### config.mk
export PLATFORM = sky130hd
export DESIGN_NAME = branch_unit
export DESIGN_NICKNAME = d
export VERILOG_FILES = /design/src/rtl/branch_unit.sv
export SDC_FILE = /design/constraint.sdc
export NUM_CORES = 1
export LEC_CHECK = 0
export ABC_CLOCK_PERIOD_IN_PS = 4350
export CAP_MARGIN = 20
export CORE_MARGIN = 1.5
export CORE_UTILIZATION = 47
export CTS_BUF_LIST = sky130_fd_sc_hd__clkbuf_8
export CTS_CLUSTER_DIAMETER = 150
export CTS_CLUSTER_SIZE = 14
export DETAILED_ROUTE_END_ITERATION = 8
export GPL_TIMING_DRIVEN = 0
export PLACE_DENSITY = 0.87
export SLEW_MARGIN = 15
export SYNTH_ARGS = -nofsm -noshare
export SYNTH_HDL_FRONTEND = slang
export SYNTH_SLANG_ARGS = --single-unit
export TNS_END_PERCENT = 10
### constraint.sdc
create_clock -name clk -period 4.35 [get_ports clk]
set_input_delay 0.87 -clock clk [delete_from_list [all_inputs] [get_ports clk]]
set_output_delay 0.87 -clock clk [all_outputs]
set_load 0.005 [all_outputs]
### src/rtl/branch_unit.sv
// Branch unit: owns the program counter, evaluates BRF/JAL/RET against the
// registered ZONCIA flags and redirects fetch with a one-cycle flush pulse.
module branch_unit #(
   parameter int unsigned         PCW      = 8,
   parameter logic [PCW-1:0]      RESET_PC = '0
) (
   input  logic           clk,
   input  logic           rst_n,
   input  logic [7:0]     flags,
   input  logic [4:0]     i,
   input  logic [2:0]     s,
   input  logic           neg,
   input  logic           valid,
   input  logic           stall,
   input  logic [PCW-1:0] target,
   output logic [PCW-1:0] pc,
   output logic           flush,
   output logic           taken,
   output logic [PCW-1:0] link
);

   localparam logic [4:0] OP_BRF = 5'h1B;
   localparam logic [4:0] OP_JAL = 5'h1C;
   localparam logic [4:0] OP_RET = 5'h1D;
   localparam logic [2:0] SEL_MAX = 3'd5;

   typedef enum logic {
      ST_RUN   = 1'b0,
      ST_FLUSH = 1'b1
   } state_e;

   state_e         state_q;
   logic [PCW-1:0] pc_q;
   logic [PCW-1:0] link_q;
   logic           flush_q;
   logic           taken_q;

   logic           accept;
   logic           is_brf;
   logic           is_jal;
   logic           is_ret;
   logic           brf_cond;
   logic           redirect;
   logic [PCW-1:0] pc_inc;
   logic [PCW-1:0] dest;

   // Decode and condition evaluation for the instruction presented this cycle
   always_comb begin
      accept   = valid && !stall && (state_q == ST_RUN);
      is_brf   = (i == OP_BRF);
      is_jal   = (i == OP_JAL);
      is_ret   = (i == OP_RET);
      // Selectors 6 and 7 name no flag; the condition is false even when inverted
      brf_cond = (s <= SEL_MAX) && (flags[s] ^ neg);
      redirect = accept && ((is_brf && brf_cond) || is_jal || is_ret);
      pc_inc   = pc_q + PCW'(1);
      dest     = is_ret ? link_q : target;
   end

   // PC, link, state and the registered flush/taken pulse
   always_ff @(posedge clk) begin
      if (!rst_n) begin
         state_q <= ST_RUN;
         pc_q    <= RESET_PC;
         link_q  <= '0;
         flush_q <= 1'b0;
         taken_q <= 1'b0;
      end else if (!stall) begin
         case (state_q)
            ST_RUN: begin
               if (redirect) begin
                  pc_q    <= dest;
                  state_q <= ST_FLUSH;
                  flush_q <= 1'b1;
                  taken_q <= 1'b1;
                  if (is_jal) begin
                     link_q <= pc_inc;
                  end
               end else begin
                  pc_q    <= pc_inc;
                  flush_q <= 1'b0;
                  taken_q <= 1'b0;
               end
            end
            ST_FLUSH: begin
               // The instruction in this slot is squashed regardless of its inputs
               pc_q    <= pc_inc;
               state_q <= ST_RUN;
               flush_q <= 1'b0;
               taken_q <= 1'b0;
            end
            default: begin
               state_q <= ST_RUN;
               flush_q <= 1'b0;
               taken_q <= 1'b0;
            end
         endcase
      end
   end

   assign pc    = pc_q;
   assign link  = link_q;
   assign flush = flush_q;
   assign taken = taken_q;

endmodule

==> reports/summary.txt, run 1 <==
status: finished clean
largest net degree at the start of global routing: 11
WL final: 3.15 mm
sequential share of power: 0.462
nets@finish: 209
period utilisation layout: 0.700
Crit. End Element: register
Starting Density: 0.508
post-synth net total: 160
total congestion overflow: 0
most common flop cell mapped by yosys: dfxtp_1
setup TNS: 0 ps
chip width: 52.4 µm
async set or reset register ratio after synthesis: 0
number of synthesized flops with an enable pin: 0
Die ar.: 0.00274 mm²
DRT Pass-1 Iters: 4
total power draw: 0.357 mW
GP Congestion: 0.868
Internal: 0.266 mW
Synth cell types: 43
GRT Util Overall: 0.258
# diodes: 0
register area share after synthesis: 0.297
io pins: 47
cts repair resizes: 0
std cell rows: 17
Worst IR Drop VDD: 0.000219 V
Root Driver: clkbuf_8
# hold bufs at CTS: 0
commonest non-fill, non-tap cells in the layout: 44 x clkdlybuf4s50_1, 17 x dfxtp_1, 14 x nand2_1, 12 x nand3_1, 8 x mux2i_1
Power Density: 214 mW/mm²
CTS tree: built
Comb pwr share: 0.197
PortBufs: 44
Final Hold Fails: 0
Hold Path Class: register to register
Clock Latency Late Sink: 260 ps
Hold Slack: 504 ps
Max-Cap Viols: 0
Avg Synthesized Cell Area: 8.82 µm²
global routing usage on met1: 0.332
fin util: 0.740
cell count after synthesis: 130
Syn. warnings: 0
DR DRC count: 0
met2 Usage GRT: 0.427
final setup vio count: 0
detailed placer's ending HPWL: 2.42 mm
clock skew: 2.26 ps
synthesized area: 0.00115 mm²
clk sinks: 17
switching power of the nets: 0.0906 mW
unrepaired setup endpoints after global routing: false
Worst EP arrival: 3190 ps
CP Class: primary input to register
first-pass GRT wire length: 5.21 mm
antenna violations before repair: 0
GR peak layer: met2
clk slew on worst S/H paths: 70 ps
Least-Margin Pin Slew: 453 ps
Num CTS Buffers: 3
layout cell share with drive strength beyond 1: 0.0955
flops & latches, synth: 17
max-slew violation count: 0
Routed Antenna Nets: 0
DR WL/cell: 15.3 µm
Leak Pwr: 0.670 nW
worst endpoint required time: 4490 ps
Longest Clk Path Bufs: 2
Chip Height: 52.4 µm
met3 Use GR: 0.0514
CP Max Fanout: 8
Post-CTS Setup Inserts: 0
H-tree Lvls: 1
clock period minus worst slack: 3040 ps
clock power share: 0.341
vias per cell: 5.90
vias in the first global route: 1180
Area Growth Syn to Fin: 45.5%
core outline area: 0.00225 mm²
drt initial violations: 42
Fmax achieved: 328 MHz
CP Launch Type: primary input
commonest non-fill, non-tap cell in the layout: clkdlybuf4s50_1
via count: 1216
Slew headroom: 0.698
sw frac: 0.254
Filler cells: 196
metrics by stage:
step | cell area [µm²] | setup WS, ps | cells
finish | 1670 | 1310 | 206
global route | 1670 | 1180 | 206
CTS | 1670 | 1290 | 206
detailed placement | 1620 | 1030 | 202
global placement | 1620 | 1120 | 202
floorplan | 1150 | 1750 | 130
kinds of logic (layout without fill, tap and decap cells):
family,count (synthesis),after routing,share of synthesized area
AND/OR/NAND/NOR,57,57,0.279
AO/OA/AOI/OAI,26,26,0.170
flip-flops,17,17,0.297
multiplexers,12,12,0.139
buffers and inverters,11,59,0.0579
XOR/XNOR,6,6,0.0459
adder cells (fa/ha/maj),1,1,0.0109
sequential cells by signal (all words and copies together) (netlist names):
name	flops
link	8
pc	8
taken	1
worst paths after layout:
check	start	end	slack (ps)	cells past startpoint
worst min-delay path	link[7]$_SDFFE_PN0P_	link[7]$_SDFFE_PN0P_	500	2
worst max-delay path	s[0]	pc[3]$_SDFFE_PN0N_	1310	7
worst min register to register	link[7]$_SDFFE_PN0P_	link[7]$_SDFFE_PN0P_	500	2
worst max register to register	taken$_SDFFE_PN0N_	pc[3]$_SDFFE_PN0N_	2420	6
layer usage:
metal,wire length (µm),share of wire
met1,1410,0.45
met2,1480,0.47
met3,217,0.069
met4,40,0.013
met5,0,0
worst max-delay path, cell delays in order:
cell             delay [ps]
clkdlybuf4s50_1         500
mux4_1                  560
mux2i_1                 200
mux2_4                  340
and2_2                  190
buf_2                   160
o311ai_0                360
power by group through the flow:
stage | combinational [mW] | clock [mW] | sequential (mW)
floorplan | 0.0308 | 0 | 0.167
detailed placement | 0.0696 | 0 | 0.168
global placement | 0.0684 | 0 | 0.168
finish | 0.0703 | 0.122 | 0.165
global route | 0.0765 | 0.131 | 0.165
CTS | 0.0701 | 0.123 | 0.165
cell usage after synthesis, drive strengths merged (2+ instances only):
cell / number / area, µm²
and3b: 2 / 18.8
o311ai: 6 / 52.6
and2: 2 / 13.8
a31oi: 2 / 12.5
clkbuf: 5 / 18.8
xor2: 2 / 17.5
nand4: 6 / 37.5
nand2: 15 / 58.8
nand3: 12 / 60.1
o21ai: 6 / 30.0
mux2i: 8 / 80.1
dfxtp: 17 / 340
mux4: 2 / 52.6
buf: 5 / 43.8
o211a: 3 / 30.0
and3: 4 / 25.0
nor2: 4 / 15.0
mux2: 2 / 26.3
nor3: 2 / 10.0
nor2b: 3 / 18.8
xnor2: 4 / 35.0
a21boi: 5 / 37.5
area by class of cell:
cell class | instances | area (µm²) | share of cell area
Multi-Input combinational cell | 102 | 739 | 0.443
Timing Repair Buffer | 44 | 440 | 0.264
Sequential cell | 17 | 340 | 0.204
Buffer | 10 | 62.6 | 0.0375
Clock buffer | 3 | 41.3 | 0.0248
Tap cell | 28 | 35.0 | 0.0210
Clock inverter | 1 | 5.00 | 0.00300
Inverter | 1 | 3.75 | 0.00225
Note: power is estimated with default switching activity, not from simulation.
==> run 2, diff against run 1 <==
Settings changed: ABC_CLOCK_PERIOD_IN_PS 4350 to 3000, CORE_UTILIZATION 47 to 44, PLACE_DENSITY 0.87 to 0.82.
Clock period 4.35 ns to 3 ns, I/O delays scaled along.
==> reports/summary.txt, run 2 (synthesized netlist as in run 1, its figures left out) <==
clock skew: 2.72 ps
unrepaired setup endpoints after global routing: false
Max-Cap Viols: 0
io pins: 47
Clock Latency Late Sink: 260 ps
Slew headroom: 0.699
Hold Slack: 519 ps
antenna violations before repair: 0
DRT Pass-1 Iters: 4
crit path cell chain: clkdlybuf4s50_1, mux4_1, mux2i_1, mux2_4, and2_2, buf_2, o311ai_0
period utilisation layout: 0.948
commonest non-fill, non-tap cell in the layout: clkdlybuf4s50_1
chip width: 54.0 µm
nets@finish: 209
Least-Margin Pin Slew: 450 ps
Power Density: 311 mW/mm²
CP Launch Type: primary input
Starting Density: 0.463
Longest Clk Path Bufs: 2
# hold bufs at CTS: 0
setup TNS: 0 ps
# diodes: 0
max-slew violation count: 0
total power draw: 0.520 mW
cts repair resizes: 0
Worst setup startpoint: s[0]
Chip Height: 54.0 µm
Hold Path Class: register to register
std cell rows: 18
GRT Util Overall: 0.233
layout cell share with drive strength beyond 1: 0.0955
first-pass GRT wire length: 4.91 mm
GP Congestion: 0.891
drt initial violations: 28
CP Class: primary input to register
detailed placer's ending HPWL: 2.39 mm
Crit. End Element: register
Worst EP arrival: 2980 ps
commonest non-fill, non-tap cells in the layout: 44 x clkdlybuf4s50_1, 17 x dfxtp_1, 14 x nand2_1, 12 x nand3_1, 8 x mux2i_1
H-tree Lvls: 1
worst endpoint required time: 3140 ps
Root Driver: clkbuf_8
Post-CTS Setup Inserts: 0
WL final: 3.13 mm
final setup vio count: 0
Worst IR Drop VDD: 0.000215 V
Worst R2R Start: taken$_SDFFE_PN0N_
CP max stage delay: 580 ps
Leak Pwr: 0.670 nW
R2R Setup Slk: 990 ps
clock period minus worst slack: 2840 ps
Final Hold Fails: 0
Die ar.: 0.00292 mm²
worst setup path end: pc[1]$_SDFFE_PN0N_
CP Max Fanout: 8
vias per cell: 5.90
via count: 1228
largest net degree at the start of global routing: 11
clk slew on worst S/H paths: 70 ps
critical path's slowest cell: mux4_1
DR WL/cell: 15.1 µm
pre-CTS WS: -59.9 ps
DR DRC count: 0
total congestion overflow: 0
reg2reg path depth: 6
vias in the first global route: 1110
status: finished clean
clk sinks: 17
Num CTS Buffers: 3
CTS tree: built
Final WS setup: 156 ps
Area Growth Syn to Fin: 45.7%
reg2reg end: pc[1]$_SDFFE_PN0N_
core outline area: 0.00248 mm²
fin util: 0.674
PortBufs: 44
Routed Antenna Nets: 0
Fmax achieved: 352 MHz
[run 2: cell counts in the layout (fill, tap and decap cells not counted)]
Identical to the previous run, type by type.
[run 2: report_power, final]
part	leakage, nW	switching (mW)	total, mW	internal, mW
clock	0.0255	0.0859	0.178	0.0925
sequential	0.137	0.00802	0.239	0.231
combinational	0.507	0.0389	0.102	0.0633
total	0.670	0.133	0.520	0.387
[run 2: how the worst min path moves through the flow]
| stage | end | startpoint | depth (start not counted) |
|---|---|---|---|
| after floorplan | link[1]$_SDFFE_PN0P_ | link[1]$_SDFFE_PN0P_ | 2 |
| after global placement | link[6]$_SDFFE_PN0P_ | link[6]$_SDFFE_PN0P_ | 2 |
| after detailed placement | link[7]$_SDFFE_PN0P_ | link[7]$_SDFFE_PN0P_ | 2 |
| after CTS | link[7]$_SDFFE_PN0P_ | link[7]$_SDFFE_PN0P_ | 2 |
| after global routing | link[1]$_SDFFE_PN0P_ | link[1]$_SDFFE_PN0P_ | 2 |
| final | link[7]$_SDFFE_PN0P_ | link[7]$_SDFFE_PN0P_ | 2 |
[run 2: area by class of cell]
type | count | area (µm²)
tap | 30 | 37.5
multi-input combinational | 102 | 739
clock inverter | 1 | 5.00
inverter | 1 | 3.75
sequential | 17 | 340
clock buffer | 3 | 41.3
buffer | 10 | 62.6
timing repair buffer | 44 | 440
fill | 220 | 807
[run 2: metal layers]
| layer | wire length (µm) | up-vias | part of all wire | track usage |
|---|---|---|---|---|
| li1 | - | 588 | - | - |
| met1 | 1390 | 572 | 0.44 | 0.323 |
| met2 | 1470 | 63 | 0.47 | 0.360 |
| met3 | 218 | 5 | 0.070 | 0.0389 |
| met4 | 53 | 0 | 0.017 | 0.0917 |
| met5 | 0 | - | 0 | 0 |
[run 2: through the flow]
| stage | instance area (µm²) | std cells |
|---|---|---|
| after global placement | 1620 | 204 |
| after floorplan | 1150 | 130 |
| final | 1670 | 208 |
| after detailed placement | 1620 | 204 |
| after CTS | 1670 | 208 |
| after global routing | 1670 | 208 |
[run 2: critical path, delay by kind of cell]
family / cells / cell delay, ps
AO/OA/AOI/OAI: 1 / 380
buffers and inverters: 2 / 680
multiplexers: 3 / 1130
AND/OR/NAND/NOR: 1 / 190
